===== src/rtl/pipe_ctrl_unit_if.sv =====
// Control-unit bus: Decode fields and hazard input toward the control unit,
// pipelined control bundle and mul/div stall back to the datapath.
interface pipe_ctrl_unit_if;
    logic [6:0] op;
    logic [2:0] funct3;
    logic [6:0] funct7;
    logic       flush_e;
    logic [2:0] ImmSrcD;
    logic       IllegalD;
    logic       RegWriteE;
    logic [1:0] ResultSrcE;
    logic       MemWriteE;
    logic       BranchE;
    logic       JumpE;
    logic       JalrE;
    logic       LuiE;
    logic       ALUSrcE;
    logic [3:0] ALUControlE;
    logic [2:0] BranchTypeE;
    logic       RegWriteM;
    logic [1:0] ResultSrcM;
    logic       MemWriteM;
    logic       RegWriteW;
    logic [1:0] ResultSrcW;
    logic       md_busy;

    modport master (
        output op, funct3, funct7, flush_e,
        input  ImmSrcD, IllegalD,
        input  RegWriteE, ResultSrcE, MemWriteE, BranchE, JumpE, JalrE, LuiE, ALUSrcE,
        input  ALUControlE, BranchTypeE,
        input  RegWriteM, ResultSrcM, MemWriteM,
        input  RegWriteW, ResultSrcW,
        input  md_busy
    );

    modport slave (
        input  op, funct3, funct7, flush_e,
        output ImmSrcD, IllegalD,
        output RegWriteE, ResultSrcE, MemWriteE, BranchE, JumpE, JalrE, LuiE, ALUSrcE,
        output ALUControlE, BranchTypeE,
        output RegWriteM, ResultSrcM, MemWriteM,
        output RegWriteW, ResultSrcW,
        output md_busy
    );
endinterface


===== src/rtl/pipe_ctrl_unit.sv =====
// Pipelined RV32I(+M) control unit: Decode-stage decoder, ID/EX, EX/MEM, MEM/WB
// control registers and a mul/div sequencer that holds Execute while busy.
module pipe_ctrl_unit #(
    parameter int MULDIV_EN  = 1,
    parameter int MD_LATENCY = 4
) (
    input  logic           clk,
    input  logic           reset_n,
    pipe_ctrl_unit_if.slave bus
);
    typedef struct packed {
        logic       reg_write;
        logic [1:0] result_src;
        logic       mem_write;
        logic       branch;
        logic       jump;
        logic       jalr;
        logic       lui;
        logic       alu_src;
        logic [3:0] alu_ctrl;
        logic [2:0] br_type;
    } ctrl_t;

    typedef enum logic {ST_IDLE, ST_BUSY} state_t;

    localparam logic [6:0] OP_LW   = 7'b0000011;
    localparam logic [6:0] OP_SW   = 7'b0100011;
    localparam logic [6:0] OP_R    = 7'b0110011;
    localparam logic [6:0] OP_I    = 7'b0010011;
    localparam logic [6:0] OP_BR   = 7'b1100011;
    localparam logic [6:0] OP_JALR = 7'b1100111;
    localparam logic [6:0] OP_JAL  = 7'b1101111;
    localparam logic [6:0] OP_LUI  = 7'b0110111;
    localparam logic [3:0] MD_INIT = 4'(MD_LATENCY - 2);

    // Base-ISA ALU op; sub exists only for register-register add.
    function automatic logic [3:0] base_alu(input logic [2:0] f3, input logic f7b5, input logic is_reg);
        case (f3)
            3'b000:  base_alu = (is_reg && f7b5) ? 4'b0001 : 4'b0000;
            3'b001:  base_alu = 4'b0110;
            3'b010:  base_alu = 4'b0101;
            3'b011:  base_alu = 4'b1001;
            3'b100:  base_alu = 4'b0100;
            3'b101:  base_alu = f7b5 ? 4'b1000 : 4'b0111;
            3'b110:  base_alu = 4'b0011;
            default: base_alu = 4'b0010;
        endcase
    endfunction

    function automatic logic [3:0] md_alu(input logic [2:0] f3);
        case (f3)
            3'b000:                 md_alu = 4'b1010;
            3'b001, 3'b010, 3'b011: md_alu = 4'b1011;
            3'b100, 3'b101:         md_alu = 4'b1100;
            default:                md_alu = 4'b1101;
        endcase
    endfunction

    ctrl_t      w_dec;
    logic [2:0] w_imm_src;
    logic       w_illegal;
    logic       w_muldiv_e;
    logic       w_md_busy;

    ctrl_t      r_de;
    logic [3:0] r_em;
    logic [2:0] r_mw;
    state_t     r_state;
    logic [3:0] r_cnt;

    always_comb begin
        w_dec     = '0;
        w_imm_src = 3'b000;
        w_illegal = 1'b0;
        case (bus.op)
            OP_LW: begin
                w_dec.reg_write  = 1'b1;
                w_dec.result_src = 2'b01;
                w_dec.alu_src    = 1'b1;
            end
            OP_SW: begin
                w_imm_src       = 3'b001;
                w_dec.mem_write = 1'b1;
                w_dec.alu_src   = 1'b1;
            end
            OP_R: begin
                if (bus.funct7 == 7'b0000001) begin
                    if (MULDIV_EN != 0) begin
                        w_dec.reg_write = 1'b1;
                        w_dec.alu_ctrl  = md_alu(bus.funct3);
                    end else begin
                        w_illegal = 1'b1;
                    end
                end else begin
                    w_dec.reg_write = 1'b1;
                    w_dec.alu_ctrl  = base_alu(bus.funct3, bus.funct7[5], 1'b1);
                end
            end
            OP_I: begin
                w_dec.reg_write = 1'b1;
                w_dec.alu_src   = 1'b1;
                w_dec.alu_ctrl  = base_alu(bus.funct3, bus.funct7[5], 1'b0);
            end
            OP_BR: begin
                w_imm_src      = 3'b010;
                w_dec.branch   = 1'b1;
                w_dec.alu_ctrl = 4'b0001;
                w_dec.br_type  = bus.funct3;
            end
            OP_JALR: begin
                w_dec.reg_write  = 1'b1;
                w_dec.alu_src    = 1'b1;
                w_dec.jump       = 1'b1;
                w_dec.jalr       = 1'b1;
                w_dec.result_src = 2'b10;
            end
            OP_JAL: begin
                w_imm_src        = 3'b011;
                w_dec.reg_write  = 1'b1;
                w_dec.jump       = 1'b1;
                w_dec.result_src = 2'b10;
            end
            OP_LUI: begin
                w_imm_src       = 3'b100;
                w_dec.reg_write = 1'b1;
                w_dec.alu_src   = 1'b1;
                w_dec.lui       = 1'b1;
            end
            default: w_illegal = 1'b1;
        endcase
    end

    // Busy drops in the last Execute cycle so the op leaves on that edge.
    assign w_muldiv_e = (r_de.alu_ctrl[3:1] == 3'b101) || (r_de.alu_ctrl[3:1] == 3'b110);
    assign w_md_busy  = w_muldiv_e && !(r_state == ST_BUSY && r_cnt == 4'd0);

    always_ff @(posedge clk) begin
        if (!reset_n) begin
            r_de    <= '0;
            r_em    <= '0;
            r_mw    <= '0;
            r_state <= ST_IDLE;
            r_cnt   <= 4'd0;
        end else begin
            if (!w_md_busy) r_de <= bus.flush_e ? '0 : w_dec;
            r_em <= w_md_busy ? 4'b0000 : {r_de.reg_write, r_de.result_src, r_de.mem_write};
            r_mw <= r_em[3:1];
            case (r_state)
                ST_IDLE: begin
                    if (w_muldiv_e) begin
                        r_state <= ST_BUSY;
                        r_cnt   <= MD_INIT;
                    end
                end
                default: begin
                    if (r_cnt != 4'd0) r_cnt <= r_cnt - 4'd1;
                    else               r_state <= ST_IDLE;
                end
            endcase
        end
    end

    assign bus.ImmSrcD     = w_imm_src;
    assign bus.IllegalD    = w_illegal;
    assign bus.RegWriteE   = r_de.reg_write;
    assign bus.ResultSrcE  = r_de.result_src;
    assign bus.MemWriteE   = r_de.mem_write;
    assign bus.BranchE     = r_de.branch;
    assign bus.JumpE       = r_de.jump;
    assign bus.JalrE       = r_de.jalr;
    assign bus.LuiE        = r_de.lui;
    assign bus.ALUSrcE     = r_de.alu_src;
    assign bus.ALUControlE = r_de.alu_ctrl;
    assign bus.BranchTypeE = r_de.br_type;
    assign bus.RegWriteM   = r_em[3];
    assign bus.ResultSrcM  = r_em[2:1];
    assign bus.MemWriteM   = r_em[0];
    assign bus.RegWriteW   = r_mw[2];
    assign bus.ResultSrcW  = r_mw[1:0];
    assign bus.md_busy     = w_md_busy;
endmodule


===== src/flat_wrapper.sv =====
// flat-port wrapper written by rule: the top's interface ports become plain ports
module pipe_ctrl_unit_flat 
#(
    parameter int MULDIV_EN  = 1,
    parameter int MD_LATENCY = 4
)
  (clk, reset_n, bus_op, bus_funct3, bus_funct7, bus_flush_e, bus_ImmSrcD, bus_IllegalD, bus_RegWriteE, bus_ResultSrcE, bus_MemWriteE, bus_BranchE, bus_JumpE, bus_JalrE, bus_LuiE, bus_ALUSrcE, bus_ALUControlE, bus_BranchTypeE, bus_RegWriteM, bus_ResultSrcM, bus_MemWriteM, bus_RegWriteW, bus_ResultSrcW, bus_md_busy);
  pipe_ctrl_unit_if bus_i ();
  input  logic clk;
  input  logic reset_n;
  input wire logic [$bits(bus_i.op)-1:0] bus_op;
  input wire logic [$bits(bus_i.funct3)-1:0] bus_funct3;
  input wire logic [$bits(bus_i.funct7)-1:0] bus_funct7;
  input wire logic [$bits(bus_i.flush_e)-1:0] bus_flush_e;
  output wire logic [$bits(bus_i.ImmSrcD)-1:0] bus_ImmSrcD;
  output wire logic [$bits(bus_i.IllegalD)-1:0] bus_IllegalD;
  output wire logic [$bits(bus_i.RegWriteE)-1:0] bus_RegWriteE;
  output wire logic [$bits(bus_i.ResultSrcE)-1:0] bus_ResultSrcE;
  output wire logic [$bits(bus_i.MemWriteE)-1:0] bus_MemWriteE;
  output wire logic [$bits(bus_i.BranchE)-1:0] bus_BranchE;
  output wire logic [$bits(bus_i.JumpE)-1:0] bus_JumpE;
  output wire logic [$bits(bus_i.JalrE)-1:0] bus_JalrE;
  output wire logic [$bits(bus_i.LuiE)-1:0] bus_LuiE;
  output wire logic [$bits(bus_i.ALUSrcE)-1:0] bus_ALUSrcE;
  output wire logic [$bits(bus_i.ALUControlE)-1:0] bus_ALUControlE;
  output wire logic [$bits(bus_i.BranchTypeE)-1:0] bus_BranchTypeE;
  output wire logic [$bits(bus_i.RegWriteM)-1:0] bus_RegWriteM;
  output wire logic [$bits(bus_i.ResultSrcM)-1:0] bus_ResultSrcM;
  output wire logic [$bits(bus_i.MemWriteM)-1:0] bus_MemWriteM;
  output wire logic [$bits(bus_i.RegWriteW)-1:0] bus_RegWriteW;
  output wire logic [$bits(bus_i.ResultSrcW)-1:0] bus_ResultSrcW;
  output wire logic [$bits(bus_i.md_busy)-1:0] bus_md_busy;
  assign bus_i.op = bus_op;
  assign bus_i.funct3 = bus_funct3;
  assign bus_i.funct7 = bus_funct7;
  assign bus_i.flush_e = bus_flush_e;
  assign bus_ImmSrcD = bus_i.ImmSrcD;
  assign bus_IllegalD = bus_i.IllegalD;
  assign bus_RegWriteE = bus_i.RegWriteE;
  assign bus_ResultSrcE = bus_i.ResultSrcE;
  assign bus_MemWriteE = bus_i.MemWriteE;
  assign bus_BranchE = bus_i.BranchE;
  assign bus_JumpE = bus_i.JumpE;
  assign bus_JalrE = bus_i.JalrE;
  assign bus_LuiE = bus_i.LuiE;
  assign bus_ALUSrcE = bus_i.ALUSrcE;
  assign bus_ALUControlE = bus_i.ALUControlE;
  assign bus_BranchTypeE = bus_i.BranchTypeE;
  assign bus_RegWriteM = bus_i.RegWriteM;
  assign bus_ResultSrcM = bus_i.ResultSrcM;
  assign bus_MemWriteM = bus_i.MemWriteM;
  assign bus_RegWriteW = bus_i.RegWriteW;
  assign bus_ResultSrcW = bus_i.ResultSrcW;
  assign bus_md_busy = bus_i.md_busy;
  pipe_ctrl_unit #(.MULDIV_EN(MULDIV_EN), .MD_LATENCY(MD_LATENCY)) u_core (.clk(clk), .reset_n(reset_n), .bus(bus_i));
endmodule

===== config.mk =====
export PLATFORM = sky130hd
export DESIGN_NAME = pipe_ctrl_unit_flat
export DESIGN_NICKNAME = d
export VERILOG_FILES = /design/src/rtl/pipe_ctrl_unit_if.sv /design/src/rtl/pipe_ctrl_unit.sv /design/src/flat_wrapper.sv
export SDC_FILE = /design/constraint.sdc
export NUM_CORES = 1
export LEC_CHECK = 0
export CAP_MARGIN = 0
export CORE_MARGIN = 3
export CORE_UTILIZATION = 35
export CTS_CLUSTER_SIZE = 16
export DETAILED_ROUTE_END_ITERATION = 6
export HOLD_SLACK_MARGIN = 0.15
export MAX_ROUTING_LAYER = met4
export SYNTH_ARGS = -nofsm -noshare
export SYNTH_HDL_FRONTEND = slang
export SYNTH_SLANG_ARGS = --single-unit

===== constraint.sdc =====
create_clock -name clk -period 2.3 [get_ports clk]
set_clock_uncertainty 0.15 [all_clocks]
set_input_delay 0.46 -clock clk [delete_from_list [all_inputs] [get_ports clk]]
set_output_delay 0.46 -clock clk [all_outputs]
set_load 0.01 [all_outputs]

==> results.sh, run 1 <==
export IMPL_grt_use_met3_pct=2.59
export IMPL_crit_start="bus_op[1]"
export IMPL_synth_seq_cells=27
export IMPL_via_per_inst=5.04
export IMPL_hold_ws_ns=0.311
export IMPL_cpLargestDelayFamily="buffers and inverters"
export IMPL_dpl_cell_count=269
export IMPL_slew_viol_final=0
export IMPL_yosys_top_cells_count="dfxtp_1 (27), nand2_1 (16), a21boi_0 (11)"
export IMPL_die_h_um=68.9
export IMPL_antenna_cells=0
export IMPL_grt_ovfl_total=0
export IMPL_synth_edf_count=0
export IMPL_firstDrtPassIters=4
export IMPL_finalCriticalPeriod_ns=2.23
export IMPL_placement_rows=22
export IMPL_synth_largest_area_cell="dfxtp_1"
export IMPL_switchingPower_uw=195
export IMPL_clkPwrFrac_pct=30.7
export IMPL_cts_sinks=27
export IMPL_cts_buffer_depth=2
export IMPL_syn_area_mm2=0.00139
export IMPL_synth_most_common_cell="dfxtp_1"
export IMPL_relSlewSlack_pct=76.8
export IMPL_fin_area_mm2=0.00210
export IMPL_num_vias=1376
export IMPL_io_buffers=47
export IMPL_power_density_mw_per_mm2=407
export IMPL_tritoncts="yes"
export IMPL_fin_total_pwr_uw=856
export IMPL_maxCapViolCount=0
export IMPL_regToRegStartpoint="u_core.r_cnt[0]"
export IMPL_instances_no_fill=273
export IMPL_antenna_found_initial=0
export IMPL_syn_num_nets=185
export IMPL_die_area_mm2=0.00475
export IMPL_rsz0062_at_grt="false"
export IMPL_cpMaxStageDelayCell="clkdlybuf4s50_1"
export IMPL_cts_htree_levels=1
export IMPL_path_clk_slew_ns=0.09
export IMPL_cp_buffers_inverters=2
export IMPL_fin_ws_ns=0.0697
export IMPL_cts_root_buf="clkbuf_8"
export IMPL_avgSynthCellArea_um2=8.45
export IMPL_start_util_pct=37.0
export IMPL_final_core_util_pct=56.1
export IMPL_end_kind="primary output"
export IMPL_worstSetupPathDepth=4
export IMPL_grt_usage_pct=15.6
export IMPL_critical_path_arrival_ns=1.62
export IMPL_grt_max_degree=15
export IMPL_worstSetupStartpointType="input port"
export IMPL_dr_first_iter_drc_count=30
export IMPL_yosysUniqueCellTypes=45
export IMPL_fp_dieW_um=68.9
export IMPL_yosysTopAreaCellShare_pct=39.0
export IMPL_cts_buffers=3
export IMPL_power_leakage_nw=0.829
export IMPL_swShare_pct=22.8
export IMPL_met1_usage_pct=19.3
export IMPL_worst_r2r_path_depth=8
export IMPL_hold_violations=0
export IMPL_final_fill_count=346
export IMPL_drive_gt1_share_pct=17.3
export IMPL_synth_area_leaders="dfxtp_1 (39%), a21boi_0 (6.0%), nand2_1 (4.3%)"
export IMPL_ys_flop_type="dfxtp_1"
export IMPL_path_max_fanout=6
export IMPL_critical_path_class="in2out"
export IMPL_max_freq_mhz=448
export IMPL_place_detailed_hpwl_mm=2.65
export IMPL_required_ns=1.69
export IMPL_grtUsageMet2_pct=26.5
export IMPL_ir_drop_mv=0.217
export IMPL_async_reset_ff_share_pct=0
export IMPL_p_seq_share_pct=54.7
export IMPL_insertion_delay_ns=0.27
export IMPL_coreArea_mm2=0.00374
export IMPL_grt_busiest_layer="met2"
export IMPL_nets=247
export IMPL_slowest_delay_ns=0.47
export IMPL_seq_area_frac_synth_pct=39.0
export IMPL_postCtsSetupBuffers=0
export IMPL_internal_power_uw=660
export IMPL_finalSetupViolations=0
export IMPL_drt_total_wl_mm=3.44
export IMPL_cts_hold_buf=0
export IMPL_io_pins=48
export IMPL_setup_tns_ns=0
export IMPL_drtAntennaViolNets=0
export IMPL_final_period_utilization_pct=97.0
export IMPL_drcViolationCount=0
export IMPL_status="completed"
export IMPL_post_place_ws_ns=-0.653
export IMPL_syn2layout_area_growth_pct=51.7
export IMPL_yosys_warnings=0
export IMPL_routedWlPerCell_um=12.6
export IMPL_hp_class="reg2reg"
export IMPL_worstPathCellList="clkdlybuf4s50_1 -> nand2_2 -> nor4_2 -> dlygate4sd2_1"
export IMPL_place_area_mm2=0.00202
export IMPL_min_path_cells=1
export IMPL_p_comb_share_pct=14.5
export IMPL_worstMarginPinSlew_ns=0.347
export IMPL_grt_pass1_wl_mm=5.61
export IMPL_place_gp_congestion=0.855
export IMPL_syn_instance_count=164
export IMPL_worstHoldStart="u_core.r_em[2]"
export IMPL_grt_pass1_vias=1274
## timing repair
action | CTS | global route
gates resized for setup | 23 | 10
endpoints found under the hold margin | 0 | 0
pin swaps | 3 | 3
cloned | 0 | 0
setup endpoints to repair | 5 | 5
## power by group through the flow
stage / sequential, mW / clock (mW) / combinational [mW]
finish: 0.468 / 0.263 / 0.124
global route: 0.469 / 0.289 / 0.136
CTS: 0.469 / 0.274 / 0.121
detailed placement: 0.480 / 0 / 0.121
global placement: 0.479 / 0 / 0.118
floorplan: 0.480 / 0 / 0.0520
## layout by cell type (no fill, tap or decap), drive strengths merged, types with 3 or more instances in the layout
master         instances
clkdlybuf4s50         37
dfxtp                 27
buf                   25
nand2                 16
a21boi                12
o21ai                  7
inv                    6
a21oi                  6
and3                   6
nor3                   6
nand3                  5
and2                   5
nor2                   5
clkbuf                 5
nand3b                 4
nand2b                 4
nor4                   4
nor2b                  3
a211oi                 3
a32o                   3
dlygate4sd2            3
clkdlybuf4s15          3
## sequential cells by signal (all words and copies together), names as in the netlist, 2 cells and up
register                count
u_core.bus.ALUControlE      4
u_core.bus.BranchTypeE      3
u_core.bus.ResultSrcE       2
u_core.r_cnt                4
u_core.r_em                 4
u_core.r_mw                 3
## path summary, 6_finish.rpt
path	endpoint	slack [ns]
hold / removal	u_core.r_mw[1]	0.31
setup reg to reg	u_core.bus.MemWriteE	0.43
setup / recovery	bus_ImmSrcD[1]	0.07
hold reg to reg	u_core.r_mw[1]	0.31
## metal layers
layer  wire (um)  share of wire (%)
met2        1690                 49
met1        1610                 47
met3         120                3.5
met4          27               0.78
met5           0                  0
## logic make-up (layout without fill, tap and decap cells)
| logic type | count (synthesis) | in the layout | synth area share (%) |
|---|---|---|---|
| and+or+nand+nor | 72 | 72 | 30.1 |
| muxes | 1 | 1 | 0.723 |
| DFF | 27 | 27 | 39.0 |
| buffers and inverters | 18 | 79 | 5.87 |
| adders and majority gates | 1 | 1 | 0.903 |
| xor gates and xnor gates | 2 | 2 | 1.26 |
| AOI/OAI and AO/OA | 43 | 43 | 22.1 |
## layout make-up
type | instances | area (um^2) | share of cell area [%]
tap | 48 | 60.1 | 2.86
clock buffer | 4 | 45.0 | 2.14
sequential | 27 | 541 | 25.7
timing repair buffer | 69 | 618 | 29.4
inverter | 6 | 22.5 | 1.07
multi-input combinational | 119 | 815 | 38.8
Note: power is estimated with default switching activity, not from simulation.
==> run 2: changes to the inputs <==
Settings changed: HOLD_SLACK_MARGIN 0.15 to 0.05.
==> results of run 2 <==
No change in the layout: final DEF, timing and power equal those of run 1.
